**src/rtl/night_rider_pkg.sv**
```systemverilog
// Shared constants and helpers for the night rider LED scanner.
package night_rider_pkg;

  localparam logic [1:0] MODE_BOUNCE  = 2'b00;
  localparam logic [1:0] MODE_WRAP_UP = 2'b01;
  localparam logic [1:0] MODE_WRAP_DN = 2'b10;
  localparam logic [1:0] MODE_HOLD    = 2'b11;

  localparam logic DIR_UP = 1'b1;
  localparam logic DIR_DN = 1'b0;

  // Widest bar the scanner supports; onehot() returns this width.
  localparam int MAX_N = 256;

  // One-hot vector with bit 'pos' set; all-zero when pos is outside the bar.
  function automatic logic [MAX_N-1:0] onehot(input int unsigned pos, input int unsigned n);
    logic [MAX_N-1:0] v;
    v = '0;
    if (pos < n) v[pos[7:0]] = 1'b1;
    return v;
  endfunction

endpackage

```
**src/rtl/night_rider_if.sv**
```systemverilog
// Control inputs and LED-bar outputs of the scanner, bundled as one port.
// Handshake: there is none -- en/mode/step_div are level controls sampled on
// every rising clk edge; led_out/head_pos/step are registered and valid every
// cycle, with step a single-cycle pulse marking the cycle the head moved.
interface night_rider_if #(
  parameter int N     = 8,
  parameter int DIV_W = 16
);
  localparam int PW = (N > 1) ? $clog2(N) : 1;

  logic             en;
  logic [1:0]       mode;
  logic [DIV_W-1:0] step_div;
  logic [N-1:0]     led_out;
  logic [PW-1:0]    head_pos;
  logic             step;
  logic             dbg_dir;   // current sweep direction (1 = up)

  modport master (
    output en, mode, step_div,
    input  led_out, head_pos, step, dbg_dir
  );

  modport slave (
    input  en, mode, step_div,
    output led_out, head_pos, step, dbg_dir
  );
endinterface

```
**src/rtl/night_rider_tick_gen.sv**
```systemverilog
// Step prescaler: one tick every step_div+1 enabled clocks.
module night_rider_tick_gen #(
  parameter int DIV_W = 16
) (
  input  logic             clk,
  input  logic             rst_n,
  input  logic             en,
  input  logic [DIV_W-1:0] step_div,
  output logic             tick
);

  logic [DIV_W-1:0] cnt_q, cnt_d;

  // Count enabled clocks; >= lets a lowered step_div fire at once instead of stalling.
  always_comb begin
    tick  = 1'b0;
    cnt_d = cnt_q;
    if (!en) begin
      cnt_d = '0;
    end else if (cnt_q >= step_div) begin
      tick  = 1'b1;
      cnt_d = '0;
    end else begin
      cnt_d = cnt_q + DIV_W'(1);
    end
  end

  // Prescaler register.
  always_ff @(posedge clk or negedge rst_n) begin
    if (!rst_n) cnt_q <= '0;
    else        cnt_q <= cnt_d;
  end

endmodule

```
**src/rtl/night_rider_scanner.sv**
```systemverilog
// LED bar scanner: stepping head with bounce/wrap modes and a PWM-dimmed trail.
module night_rider_scanner
  import night_rider_pkg::*;
#(
  parameter int N     = 8,
  parameter int DIV_W = 16,
  parameter int TAIL  = 3,
  parameter int PWM_W = 4
) (
  input logic          clk,
  input logic          rst_n,
  night_rider_if.slave bus
);

  localparam int PW = $clog2(N);
  localparam int TS = (TAIL > 0) ? TAIL : 1;
  localparam logic [PW-1:0] LAST = PW'(N - 1);

  if (N < 2 || N > MAX_N || TAIL < 0 || TAIL > 7) begin : g_bad_param
    $error("night_rider_scanner: N must be 2..256 and TAIL 0..7");
  end

  logic tick;

  night_rider_tick_gen #(.DIV_W(DIV_W)) u_tick_gen (
    .clk      (clk),
    .rst_n    (rst_n),
    .en       (bus.en),
    .step_div (bus.step_div),
    .tick     (tick)
  );

  logic [PW-1:0]    head_q, head_d;
  logic             dir_q, dir_d;
  logic             step_q, step_d;
  logic [PW-1:0]    trail_pos_q [TS];
  logic [PW-1:0]    trail_pos_d [TS];
  logic [TS-1:0]    trail_vld_q, trail_vld_d;
  logic [PWM_W-1:0] pwm_q, pwm_d;
  logic [N-1:0]     led_q, led_d;
  logic             moving;

  // Next head/direction/trail; mode is sampled only in tick cycles.
  always_comb begin
    head_d      = head_q;
    dir_d       = dir_q;
    trail_pos_d = trail_pos_q;
    trail_vld_d = trail_vld_q;
    step_d      = tick;
    moving      = 1'b0;
    if (tick) begin
      case (bus.mode)
        MODE_BOUNCE: begin
          moving = 1'b1;
          if (dir_q == DIR_UP) begin
            if (head_q == LAST) begin
              head_d = head_q - PW'(1);
              dir_d  = DIR_DN;
            end else begin
              head_d = head_q + PW'(1);
            end
          end else begin
            if (head_q == '0) begin
              head_d = PW'(1);
              dir_d  = DIR_UP;
            end else begin
              head_d = head_q - PW'(1);
            end
          end
        end
        MODE_WRAP_UP: begin
          moving = 1'b1;
          dir_d  = DIR_UP;
          head_d = (head_q == LAST) ? '0 : head_q + PW'(1);
        end
        MODE_WRAP_DN: begin
          moving = 1'b1;
          dir_d  = DIR_DN;
          head_d = (head_q == '0) ? LAST : head_q - PW'(1);
        end
        default: moving = 1'b0;
      endcase
    end
    if (moving && (TAIL > 0)) begin
      for (int k = TS - 1; k > 0; k--) begin
        trail_pos_d[k] = trail_pos_q[k-1];
        trail_vld_d[k] = trail_vld_q[k-1];
      end
      trail_pos_d[0] = head_q;
      trail_vld_d[0] = 1'b1;
    end
  end

  // LED image built from next-state values so the registered bar lines up with head_pos.
  always_comb begin
    pwm_d = pwm_q + PWM_W'(1);
    led_d = N'(onehot(32'(head_d), N));
    for (int k = 0; k < TAIL; k++) begin
      if (trail_vld_d[k] && (int'(pwm_d) < ((1 << PWM_W) >> (k + 1))))
        led_d[trail_pos_d[k]] = 1'b1;
    end
  end

  // State, PWM counter and output registers; led_out shows LED 0 while in reset.
  always_ff @(posedge clk or negedge rst_n) begin
    if (!rst_n) begin
      head_q      <= '0;
      dir_q       <= DIR_UP;
      step_q      <= 1'b0;
      pwm_q       <= '0;
      led_q       <= N'(1);
      trail_vld_q <= '0;
      for (int k = 0; k < TS; k++) trail_pos_q[k] <= '0;
    end else begin
      head_q      <= head_d;
      dir_q       <= dir_d;
      step_q      <= step_d;
      pwm_q       <= pwm_d;
      led_q       <= led_d;
      trail_vld_q <= trail_vld_d;
      trail_pos_q <= trail_pos_d;
    end
  end

  assign bus.led_out  = led_q;
  assign bus.head_pos = head_q;
  assign bus.step     = step_q;
  assign bus.dbg_dir  = dir_q;

endmodule

```
**src/flat_wrapper.sv**
```systemverilog
// flat-port wrapper written by rule: the top's interface ports become plain ports
module night_rider_scanner_flat import night_rider_pkg::*;
#(
  parameter int N     = 8,
  parameter int DIV_W = 16,
  parameter int TAIL  = 3,
  parameter int PWM_W = 4
)
  (clk, rst_n, bus_en, bus_mode, bus_step_div, bus_led_out, bus_head_pos, bus_step, bus_dbg_dir);
  night_rider_if #(.N(N), .DIV_W(DIV_W)) bus_i ();
  input logic clk;
  input logic rst_n;
  input wire logic [$bits(bus_i.en)-1:0] bus_en;
  input wire logic [$bits(bus_i.mode)-1:0] bus_mode;
  input wire logic [$bits(bus_i.step_div)-1:0] bus_step_div;
  output wire logic [$bits(bus_i.led_out)-1:0] bus_led_out;
  output wire logic [$bits(bus_i.head_pos)-1:0] bus_head_pos;
  output wire logic [$bits(bus_i.step)-1:0] bus_step;
  output wire logic [$bits(bus_i.dbg_dir)-1:0] bus_dbg_dir;
  assign bus_i.en = bus_en;
  assign bus_i.mode = bus_mode;
  assign bus_i.step_div = bus_step_div;
  assign bus_led_out = bus_i.led_out;
  assign bus_head_pos = bus_i.head_pos;
  assign bus_step = bus_i.step;
  assign bus_dbg_dir = bus_i.dbg_dir;
  night_rider_scanner #(.N(N), .DIV_W(DIV_W), .TAIL(TAIL), .PWM_W(PWM_W)) u_core (.clk(clk), .rst_n(rst_n), .bus(bus_i));
endmodule
```
**config.mk**
```make
export PLATFORM = sky130hd
export DESIGN_NAME = night_rider_scanner_flat
export DESIGN_NICKNAME = d
export VERILOG_FILES = /design/src/rtl/night_rider_pkg.sv /design/src/rtl/night_rider_if.sv /design/src/rtl/night_rider_tick_gen.sv /design/src/rtl/night_rider_scanner.sv /design/src/flat_wrapper.sv
export SDC_FILE = /design/constraint.sdc
export NUM_CORES = 1
export LEC_CHECK = 0
export CAP_MARGIN = 5
export CORE_UTILIZATION = 46
export CTS_BUF_LIST = sky130_fd_sc_hd__clkbuf_16
export CTS_CLUSTER_SIZE = 20
export DETAILED_ROUTE_END_ITERATION = 16
export PLACE_DENSITY = 0.75
export REMOVE_ABC_BUFFERS = 1
export SLEW_MARGIN = 20
export SYNTH_ARGS = -nofsm -noshare
export SYNTH_HDL_FRONTEND = slang
export SYNTH_SLANG_ARGS = --single-unit
```
**constraint.sdc**
```tcl
create_clock -name clk -period 3.5 [get_ports clk]
set_input_delay 0.35 -clock clk [delete_from_list [all_inputs] [get_ports clk]]
set_output_delay 0.35 -clock clk [all_outputs]
set_load 0.03 [all_outputs]
```
==> results of run 1 <==
## per-stage QoR
step / setup WS (ps) / cell area (sq um)
6_report: 659 / 3660
5_1_grt: 534 / 3660
4_1_cts: 681 / 3660
3_5_place_dp: 396 / 3490
2_1_floorplan: -501 / 3000
3_3_place_gp: 461 / 3490
## worst max path at each step
stage	start	end	slack, ps	cells past startpoint
finish	bus_step_div[0]	u_core.bus.led_out[3]	660	8
global route	u_core.u_tick_gen.cnt_q[0]	u_core.bus.led_out[3]	530	8
CTS	u_core.u_tick_gen.cnt_q[0]	u_core.bus.led_out[3]	680	8
detailed placement	bus_step_div[0]	u_core.bus.led_out[3]	400	8
global placement	bus_step_div[0]	u_core.bus.led_out[3]	460	8
floorplan	u_core.u_tick_gen.cnt_q[6]	u_core.bus.led_out[3]	-500	7
## area by class of cell
class | count | share of cell area [%]
Tap cell | 77 | 2.63
Clock buffer | 5 | 3.42
Inverter | 32 | 3.28
Sequential cell | 45 | 30.8
Multi-Input combinational cell | 251 | 48.3
Timing Repair Buffer | 39 | 10.5
Clock inverter | 3 | 1.06
## sequential cells by signal, summed over array words and instances (netlist names)
name and count:
u_core.u_tick_gen.cnt_q 16, u_core.trail_pos_q 9, u_core.bus.led_out 8, u_core.pwm_q 4, u_core.bus.head_pos 3, u_core.trail_vld_q 3
u_core.bus.dbg_dir 1, u_core.bus.step 1
## worst reg2reg max path: cells and delay by family, from the launching register on
kind / cells / cell delay [ps]
compound gates: 4 / 1420
fa+ha+maj: 1 / 270
buf+inv: 1 / 70
flops: 1 / 420
simple gates: 2 / 540
## cell usage in the layout, fill, tap and decap left out, drive strengths merged, types with 4 or more instances in the layout
cell / count
ha: 28
xnor2: 4
o311a: 4
o22ai: 7
o32ai: 4
clkbuf: 5
inv: 33
nor2: 26
nand4: 6
or3: 7
nand2: 21
mux2: 10
clkdlybuf4s50: 32
xor2: 9
o21ai: 17
dfrtp: 43
nand2b: 10
o221ai: 6
buf: 7
nand3: 16
nor3: 15
nor2b: 4
a21oi: 11
nor3b: 6
and3: 5
## cell families (layout without fill, tap and decap cells)
| logic type | count (synthesis) | count (layout) |
|---|---|---|
| simple gates | 127 | 127 |
| compound gates | 73 | 73 |
| flops | 45 | 45 |
| buf+inv | 42 | 79 |
| fa+ha+maj | 28 | 28 |
| xor+xnor | 13 | 13 |
| mux | 10 | 10 |
## Yosys cell counts (all sizes together) (4+ instances only)
master	n
or3	7
xnor2	4
ha	28
o221ai	6
nand2b	10
o21ai	17
clkbuf	7
o22ai	7
nor2b	4
nand2	21
mux2	10
nand3	16
dfrtp	43
nor2	26
and3	5
o311a	4
nor3	15
inv	32
nand4	6
o32ai	4
a21oi	11
nor3b	6
xor2	9
## metal layers
layer	routed length, microns	track usage [%]	vias to the layer above
met3	381	3.48	11
met2	3200	34.9	94
met1	3340	31.7	1268
met5	0	0	-
li1	-	-	1293
met4	131	8.31	0
## power groups by stage
stage / Clock [mW] / Sequential (mW) / Combinational (mW)
6_report: 0.527 / 0.581 / 0.273
5_1_grt: 0.564 / 0.586 / 0.304
4_1_cts: 0.542 / 0.580 / 0.273
3_5_place_dp: 0 / 0.590 / 0.270
3_3_place_gp: 0 / 0.590 / 0.266
2_1_floorplan: 0 / 0.612 / 0.131
==> impl_metrics.toml, run 1 <==
[die]
core-area_sq_mm = 0.00635
die_h_microns = 83.3
io-pin-count = 34
dieWidth_microns = 83.3
dieArea_sq_mm = 0.00693
start_util_pct = 47.8
rows = 29

[cells_and_area]
nNetsFinal = 423
insertedDiodeCount = 0
syn_to_final_growth_pct = 20.6
instances_no_fill = 452
fillers = 559
multi_input_area_sq_mm = 0.00177
drive_gt1_share_pct = 8.53
seqCellArea_sq_mm = 0.00113
utilization_pct = 57.7

[critical_path]
r2r_slack_ps = 680
end_kind = "flip-flop"
reg2reg_from = "u_core.u_tick_gen.cnt_q[0]"
worst-path-buf-inv = 1
crit_chain = "clkdlybuf4s50_1 > ha_1 > nand2b_1 > a2111o_1 > a311oi_2 > a311oi_4 > or3_1 > a221o_1"
crit_type = "in2reg"
worstPathMaxFanout = 6
r2r_cells = 8
cp.required_ps = 3670
cp.arrival_ps = 3010
r2r_end = "u_core.bus.led_out[3]"
cp_slowest_cell = "a311oi_2"
cp-start-kind = "input port"
crit_family = "compound AO/OA/AOI/OAI gates"
slowest_delay_ps = 470

[yosys]
synth_ff_type = "dfrtp_1"
synth_top_family_by_area = "simple AND/OR/NAND/NOR gates"
synth_fa_ha_area_share_pct = 11.5
synthSimpleGateAreaFrac_pct = 21.5
synthMuxAreaShare_pct = 3.71
synth_edf_count = 0
syn_inst = 338
synth.top_cells.by_area = "dfrtp_1 (35%), ha_1 (12%), inv_1 (4.0%)"
synth-xor-area-share_pct = 3.75
avgSynthCellArea_sq_um = 8.98
yosys_warnings = 0
synth_seq_cells = 45
synth-compound-area-share_pct = 17.1
synth_top_cell_area_share_pct = 35.4
ys_seq_area_share_pct = 37.2
synthArstFlopShare_pct = 100
ys_types = 50
synth_area_leader_cell = "dfrtp_1"
synth_area_sq_mm = 0.00304

[route]
drc = 0
wirelength_microns = 7060
ant_nets = 0
wire_per_inst_microns = 15.6
vias_per_cell = 5.90
dr.pass1.iters = 5
drtIter0Drc = 166
num_vias = 2666

[power]
p_leak_nw = 1.65
power.density_mw_per_mm2 = 377
peakVddDrop_v = 0.000195
pwr-share-seq_pct = 42.1
internal_power_mw = 1.00
p_clk_share_pct = 38.2
switching_share_pct = 27.5
total_power_mw = 1.38
pwr-share-comb_pct = 19.7
switchingPower_mw = 0.380

[grt]
grt_pass1_wl_microns = 12500
grt_max_degree = 46
grt_pass1_vias = 2537
grt_use_total_pct = 22.5
antenna_found_initial = 0
grt_overflow = 0

[cts]
cts_tree = "built"
htree_levels = 2
ctsLongestPathBuffers = 2
cts_setup_buffers = 0
holdBufCountCts = 0
clk_pin_slew_ps = 60
clk_latency_ps = 290
ctsResizeCount = 0
cts-root-buf = "clkbuf_16"
cts_buffers = 5
cts_sinks = 45

[placed_design]
port_buffers = 33
place.gp.congestion = 0.954
placed_cells = 444
dp_hpwl_microns = 5090

[timing]
fin_tns_setup_ps = 0
setup_viol = 0
rsz0062_at_grt = "false"
maxSlewHeadroom_pct = 49.4
hold_viol_final = 0
worst_pin_slew_ps = 754
min_period_ps = 2840
slew_viol_final = 0
whs_ps = 64.5
fin_worst_skew_ps = 4.48
fin_crit_sh_pct = 81.2
fmax_ghz = 0.352

[min_path]
min_path_type = "in2async"

[status]
status = "finished, final reports clean"

[job]
cap_violations = 0
(Power assumes the default switching activity.)
==> inputs of run 2 (changes only) <==
==> constraint.sdc (replaced) <==
create_clock -name clk -period 2.8 [get_ports clk]
set_input_delay 0.28 -clock clk [delete_from_list [all_inputs] [get_ports clk]]
set_output_delay 0.28 -clock clk [all_outputs]
set_load 0.03 [all_outputs]
==> run 2 against run 1 <==
The flow now finishes with violations (hold timing). Critical path depth increased by 1. Design area increased by 1.3%. Clock skew increased by 2.4 ps. Cell count increased by 2.2%. First-iteration DRC count increased by 14%. Sequential share of layout area decreased by 0.40 points. Largest power group unchanged.
==> impl_metrics.toml, run 2 (synthesized netlist as in run 1, its figures left out) <==
[critical_path]
startpoint = "bus_step_div[0]"
end_kind = "flip-flop"
cp.arrival_ps = 2840
cp.required_ps = 2960
reg2reg_from = "u_core.u_tick_gen.cnt_q[0]"
cp-start-kind = "input port"
worstPathMaxFanout = 4
crit_type = "in2reg"

[cells_and_area]
insertedDiodeCount = 0
final_common_cell = "dfrtp_1"
final_cell_mix = "dfrtp_1 (43), inv_1 (34), clkdlybuf4s50_1 (32)"
instances_no_fill = 462
fillers = 571
largest_register_ff_count = 16
drive_gt1_share_pct = 10.4
multi_input_area_sq_mm = 0.00177
syn_to_final_growth_pct = 22.1
seqCellArea_sq_mm = 0.00113
nNetsFinal = 433
top_register = "u_core.u_tick_gen.cnt_q"

[timing]
fin_crit_sh_pct = 95.7
fin_worst_skew_ps = 6.92
setup_ws_ps = 121
slew_viol_final = 0
min_period_ps = 2680
setup_viol = 0
maxSlewHeadroom_pct = 54.9
worst_pin_slew_ps = 675
whs_ps = -6.45
hold_viol_final = 13
fmax_ghz = 0.373
rsz0062_at_grt = "false"

[power]
total_power_mw = 1.64
peakVddDrop_v = 0.000266
p_leak_nw = 1.69
power.density_mw_per_mm2 = 441

[cts]
cts_setup_buffers = 0
cts_tree = "built"
cts-root-buf = "clkbuf_16"
cts_sinks = 45
cts_buffers = 5
ctsLongestPathBuffers = 2
ctsResizeCount = 0
clk_latency_ps = 280
htree_levels = 2
holdBufCountCts = 0
clk_pin_slew_ps = 60

[die]
core-area_sq_mm = 0.00635
die_h_microns = 83.3
start_util_pct = 47.8
rows = 29
dieArea_sq_mm = 0.00693
dieWidth_microns = 83.3
io-pin-count = 34

[placed_design]
port_buffers = 33
place.gp.congestion = 0.920
placed_cells = 454
dp_slack_ps = -137
dp_hpwl_microns = 5270

[grt]
grt_pass1_vias = 2679
grt_overflow = 0
grt_use_total_pct = 22.4
grt_pass1_wl_microns = 12600
grt_max_degree = 46
antenna_found_initial = 0

[route]
dr.pass1.iters = 5
vias_per_cell = 5.90
ant_nets = 0
drtIter0Drc = 190
drc = 0
wire_per_inst_microns = 15.9
wirelength_microns = 7340
num_vias = 2727

[job]
cap_violations = 0

[status]
violations = "hold timing"
status = "finished, violations left"

[min_path]
min_path_type = "in2async"
[run 2: changes by cell type in the layout (fill, tap and decap cells not counted), sizes merged]
| cell | previous run | this run |
|---|---|---|
| inv | 33 | 34 |
| buf | 7 | 17 |
| bufinv | 1 | 0 |
[run 2: area by class of cell]
| type | instances | area share (%) |
|---|---|---|
| well taps | 77 | 2.60 |
| flip-flops and latches | 45 | 30.4 |
| multi-input cells | 251 | 47.6 |
| clock buffers | 5 | 3.37 |
| clock inverters | 3 | 0.304 |
| repair buffers | 49 | 12.4 |
| inverters | 32 | 3.24 |
[run 2: path summary, 6_finish.rpt]
check / endpoint / slack (ps) / cells past startpoint
setup / recovery: u_core.bus.led_out[3] / 120 / 9
max in group asynchronous: u_core.bus.dbg_dir / 2420 / 1
min in group clk: u_core.pwm_q[0] / 510 / 1
hold reg to reg: u_core.pwm_q[0] / 510 / 1
hold / removal: u_core.trail_pos_q[2] / -6 / 1
setup reg to reg: u_core.bus.led_out[3] / 180 / 9
[run 2: metrics by stage]
stage	setup TNS (ps)	util, %	cell area (sq um)
6_report	0	58.4	3710
5_1_grt	0	58.4	3710
4_1_cts	0	58.4	3710
3_5_place_dp	-472	56.2	3570
3_3_place_gp	-283	56.2	3570
2_1_floorplan	-21160	-	3000
[run 2: metal layers]
layer | wire [microns] | GRT usage [%] | part of all wire [%] | vias up
met5 | 0 | 0 | 0 | -
met4 | 166 | 8.62 | 2.3 | 0
met1 | 3530 | 31.7 | 48 | 1307
met2 | 3280 | 34.5 | 45 | 95
li1 | - | - | - | 1310
met3 | 368 | 3.38 | 5.0 | 15
[run 2: where the power goes]
part | internal (mW) | switching, mW | total, mW
clock network | 0.321 | 0.234 | 0.555
logic | 0.160 | 0.202 | 0.362
registers | 0.685 | 0.0350 | 0.720
total | 1.17 | 0.471 | 1.64
[run 2: critical path, cell delays in order]
cell and delay [ps]:
clkdlybuf4s50_1 410, ha_1 280, nand2b_1 150, a2111o_1 440, a311oi_2 260, buf_4 180, a311oi_4 110, or3_1 400
a221o_1 330
==> inputs of run 3 (changes only) <==
--- a/config.mk
+++ b/config.mk
@@ -11,6 +11,7 @@
 export CTS_CLUSTER_SIZE = 20
 export DETAILED_ROUTE_END_ITERATION = 16
 export PLACE_DENSITY = 0.75
+export RECOVER_POWER = 25
 export REMOVE_ABC_BUFFERS = 1
 export SLEW_MARGIN = 20
 export SYNTH_ARGS = -nofsm -noshare
==> run 3 against run 2 <==
The run ends with capacitance limit, slew limit left. Die area unchanged. Design area down 0.10%. Critical path depth unchanged. Largest cell class unchanged. Worst setup slack about the same. Routed wire length about the same. Maximum frequency about the same. Clock skew about the same. Core utilization down 0.059 points.
==> impl_metrics.toml, run 3 (synthesized netlist as in run 1, its figures left out) <==
[die]
start_util_pct = 47.8
dieWidth_microns = 83.3
io-pin-count = 34
die_h_microns = 83.3
rows = 29
core-area_sq_mm = 0.00635
dieArea_sq_mm = 0.00693

[timing]
whs_ps = 509
maxSlewHeadroom_pct = -58.0
worst_pin_slew_ps = 2370
slew_viol_final = 46
min_period_ps = 2680
hold_viol_final = 0
fmax_ghz = 0.373
fin_worst_skew_ps = 7.19
setup_viol = 0
fin_tns_setup_ps = 0
fin_crit_sh_pct = 95.7
rsz0062_at_grt = "false"

[route]
vias_per_cell = 5.91
drtIter0Drc = 190
dr.pass1.iters = 5
ant_nets = 0
wire_per_inst_microns = 15.9
drc = 0
wirelength_microns = 7340
num_vias = 2732

[cells_and_area]
top_register = "u_core.u_tick_gen.cnt_q"
final_common_cell = "dfrtp_1"
fin_area_sq_mm = 0.00370
largest_register_ff_count = 16
syn_to_final_growth_pct = 22.0
drive_gt1_share_pct = 10.1
final_cell_mix = "dfrtp_1 (43), inv_1 (34), clkdlybuf4s50_1 (32)"
insertedDiodeCount = 0
nNetsFinal = 433

[grt]
grt_use_total_pct = 22.4
grt_max_degree = 46
antenna_found_initial = 0
grt_overflow = 0
grt_pass1_wl_microns = 12600
grt_pass1_vias = 2679

[placed_design]
dp_hpwl_microns = 5270
place.gp.congestion = 0.920
port_buffers = 33
dpl_cell_area_sq_mm = 0.00357

[critical_path]
cp_slowest_cell = "a2111o_1"
cp.required_ps = 2960
worst-path-buf-inv = 2
slowest_delay_ps = 440
crit_type = "in2reg"
crit_family = "compound AO/OA/AOI/OAI gates"
crit_cells = 9
cp.arrival_ps = 2840
cp-start-kind = "input port"
crit_chain = "clkdlybuf4s50_1 > ha_1 > nand2b_1 > a2111o_1 > a311oi_2 > buf_4 > a311oi_4 > or3_1 > a221o_1"
end_kind = "flip-flop"
r2r_cells = 9
worstPathMaxFanout = 4

[cts]
ctsResizeCount = 0
holdBufCountCts = 0
clk_latency_ps = 280
cts_setup_buffers = 0
clk_pin_slew_ps = 60
cts_buffers = 5
cts_tree = "built"
cts_sinks = 45
htree_levels = 2
cts-root-buf = "clkbuf_16"
ctsLongestPathBuffers = 2

[min_path]
min_path_type = "reg2reg"
hold_depth = 1

[power]
total_power_mw = 1.64
power.density_mw_per_mm2 = 442
peakVddDrop_v = 0.000265
p_leak_nw = 1.68

[status]
status = "finished, violations left"
violations = "capacitance limit, slew limit"

[job]
cap_violations = 1
-- run 3: changes by cell type in the layout (fill, tap and decap cells not counted) --
cell	delta
buf_4	-1
clkbuf_1	+1
-- run 3: worst paths after layout --
check | startpoint | end | slack [ps]
setup / recovery | bus_step_div[0] | u_core.bus.led_out[3] | 120
hold / removal | u_core.pwm_q[0] | u_core.pwm_q[0] | 510
setup reg to reg | u_core.u_tick_gen.cnt_q[0] | u_core.bus.led_out[3] | 180
hold reg to reg | u_core.pwm_q[0] | u_core.pwm_q[0] | 510
max in group asynchronous | rst_n | u_core.u_tick_gen.cnt_q[5] | 740
min in group asynchronous | rst_n | u_core.trail_pos_q[2] | 720
-- run 3: where the power goes --
group | internal (mW) | switching (mW)
Sequential | 0.685 | 0.0350
Combinational | 0.159 | 0.202
Clock | 0.321 | 0.234
-- run 3: through the flow --
step | setup WS [ps] | utilization (%) | std cells
global placement | -129 | 56.2 | 454
CTS | 149 | 58.4 | 462
global route | 35.3 | 58.3 | 462
floorplan | -1200 | - | 328
detailed placement | -137 | 56.2 | 454
finish | 121 | 58.3 | 462
-- run 3: cell type report --
cell class	instances	area, sq um
fillers	572	2650
multi-input cells	251	1770
flip-flops and latches	45	1130
repair buffers	49	457
clock buffers	5	125
inverters	32	120
well taps	77	96.3
clock inverters	3	11.3
-- run 3: worst register-to-register path: cells and delay by family, from the launching register on --
| family | cells | cell delay, ps |
|---|---|---|
| adders and majority gates | 1 | 250 |
| and+or+nand+nor | 2 | 550 |
| buffers and inverters | 2 | 220 |
| AOI/OAI and AO/OA | 4 | 1140 |
| DFF | 1 | 340 |
-- run 3: layer usage --
layer | part of all wire (%) | global-route usage (%) | up-vias
met5 | 0 | 0 | -
met4 | 2.6 | 8.62 | 0
met3 | 5.0 | 3.38 | 19
met2 | 44 | 34.5 | 97
met1 | 48 | 31.7 | 1305
li1 | - | - | 1311
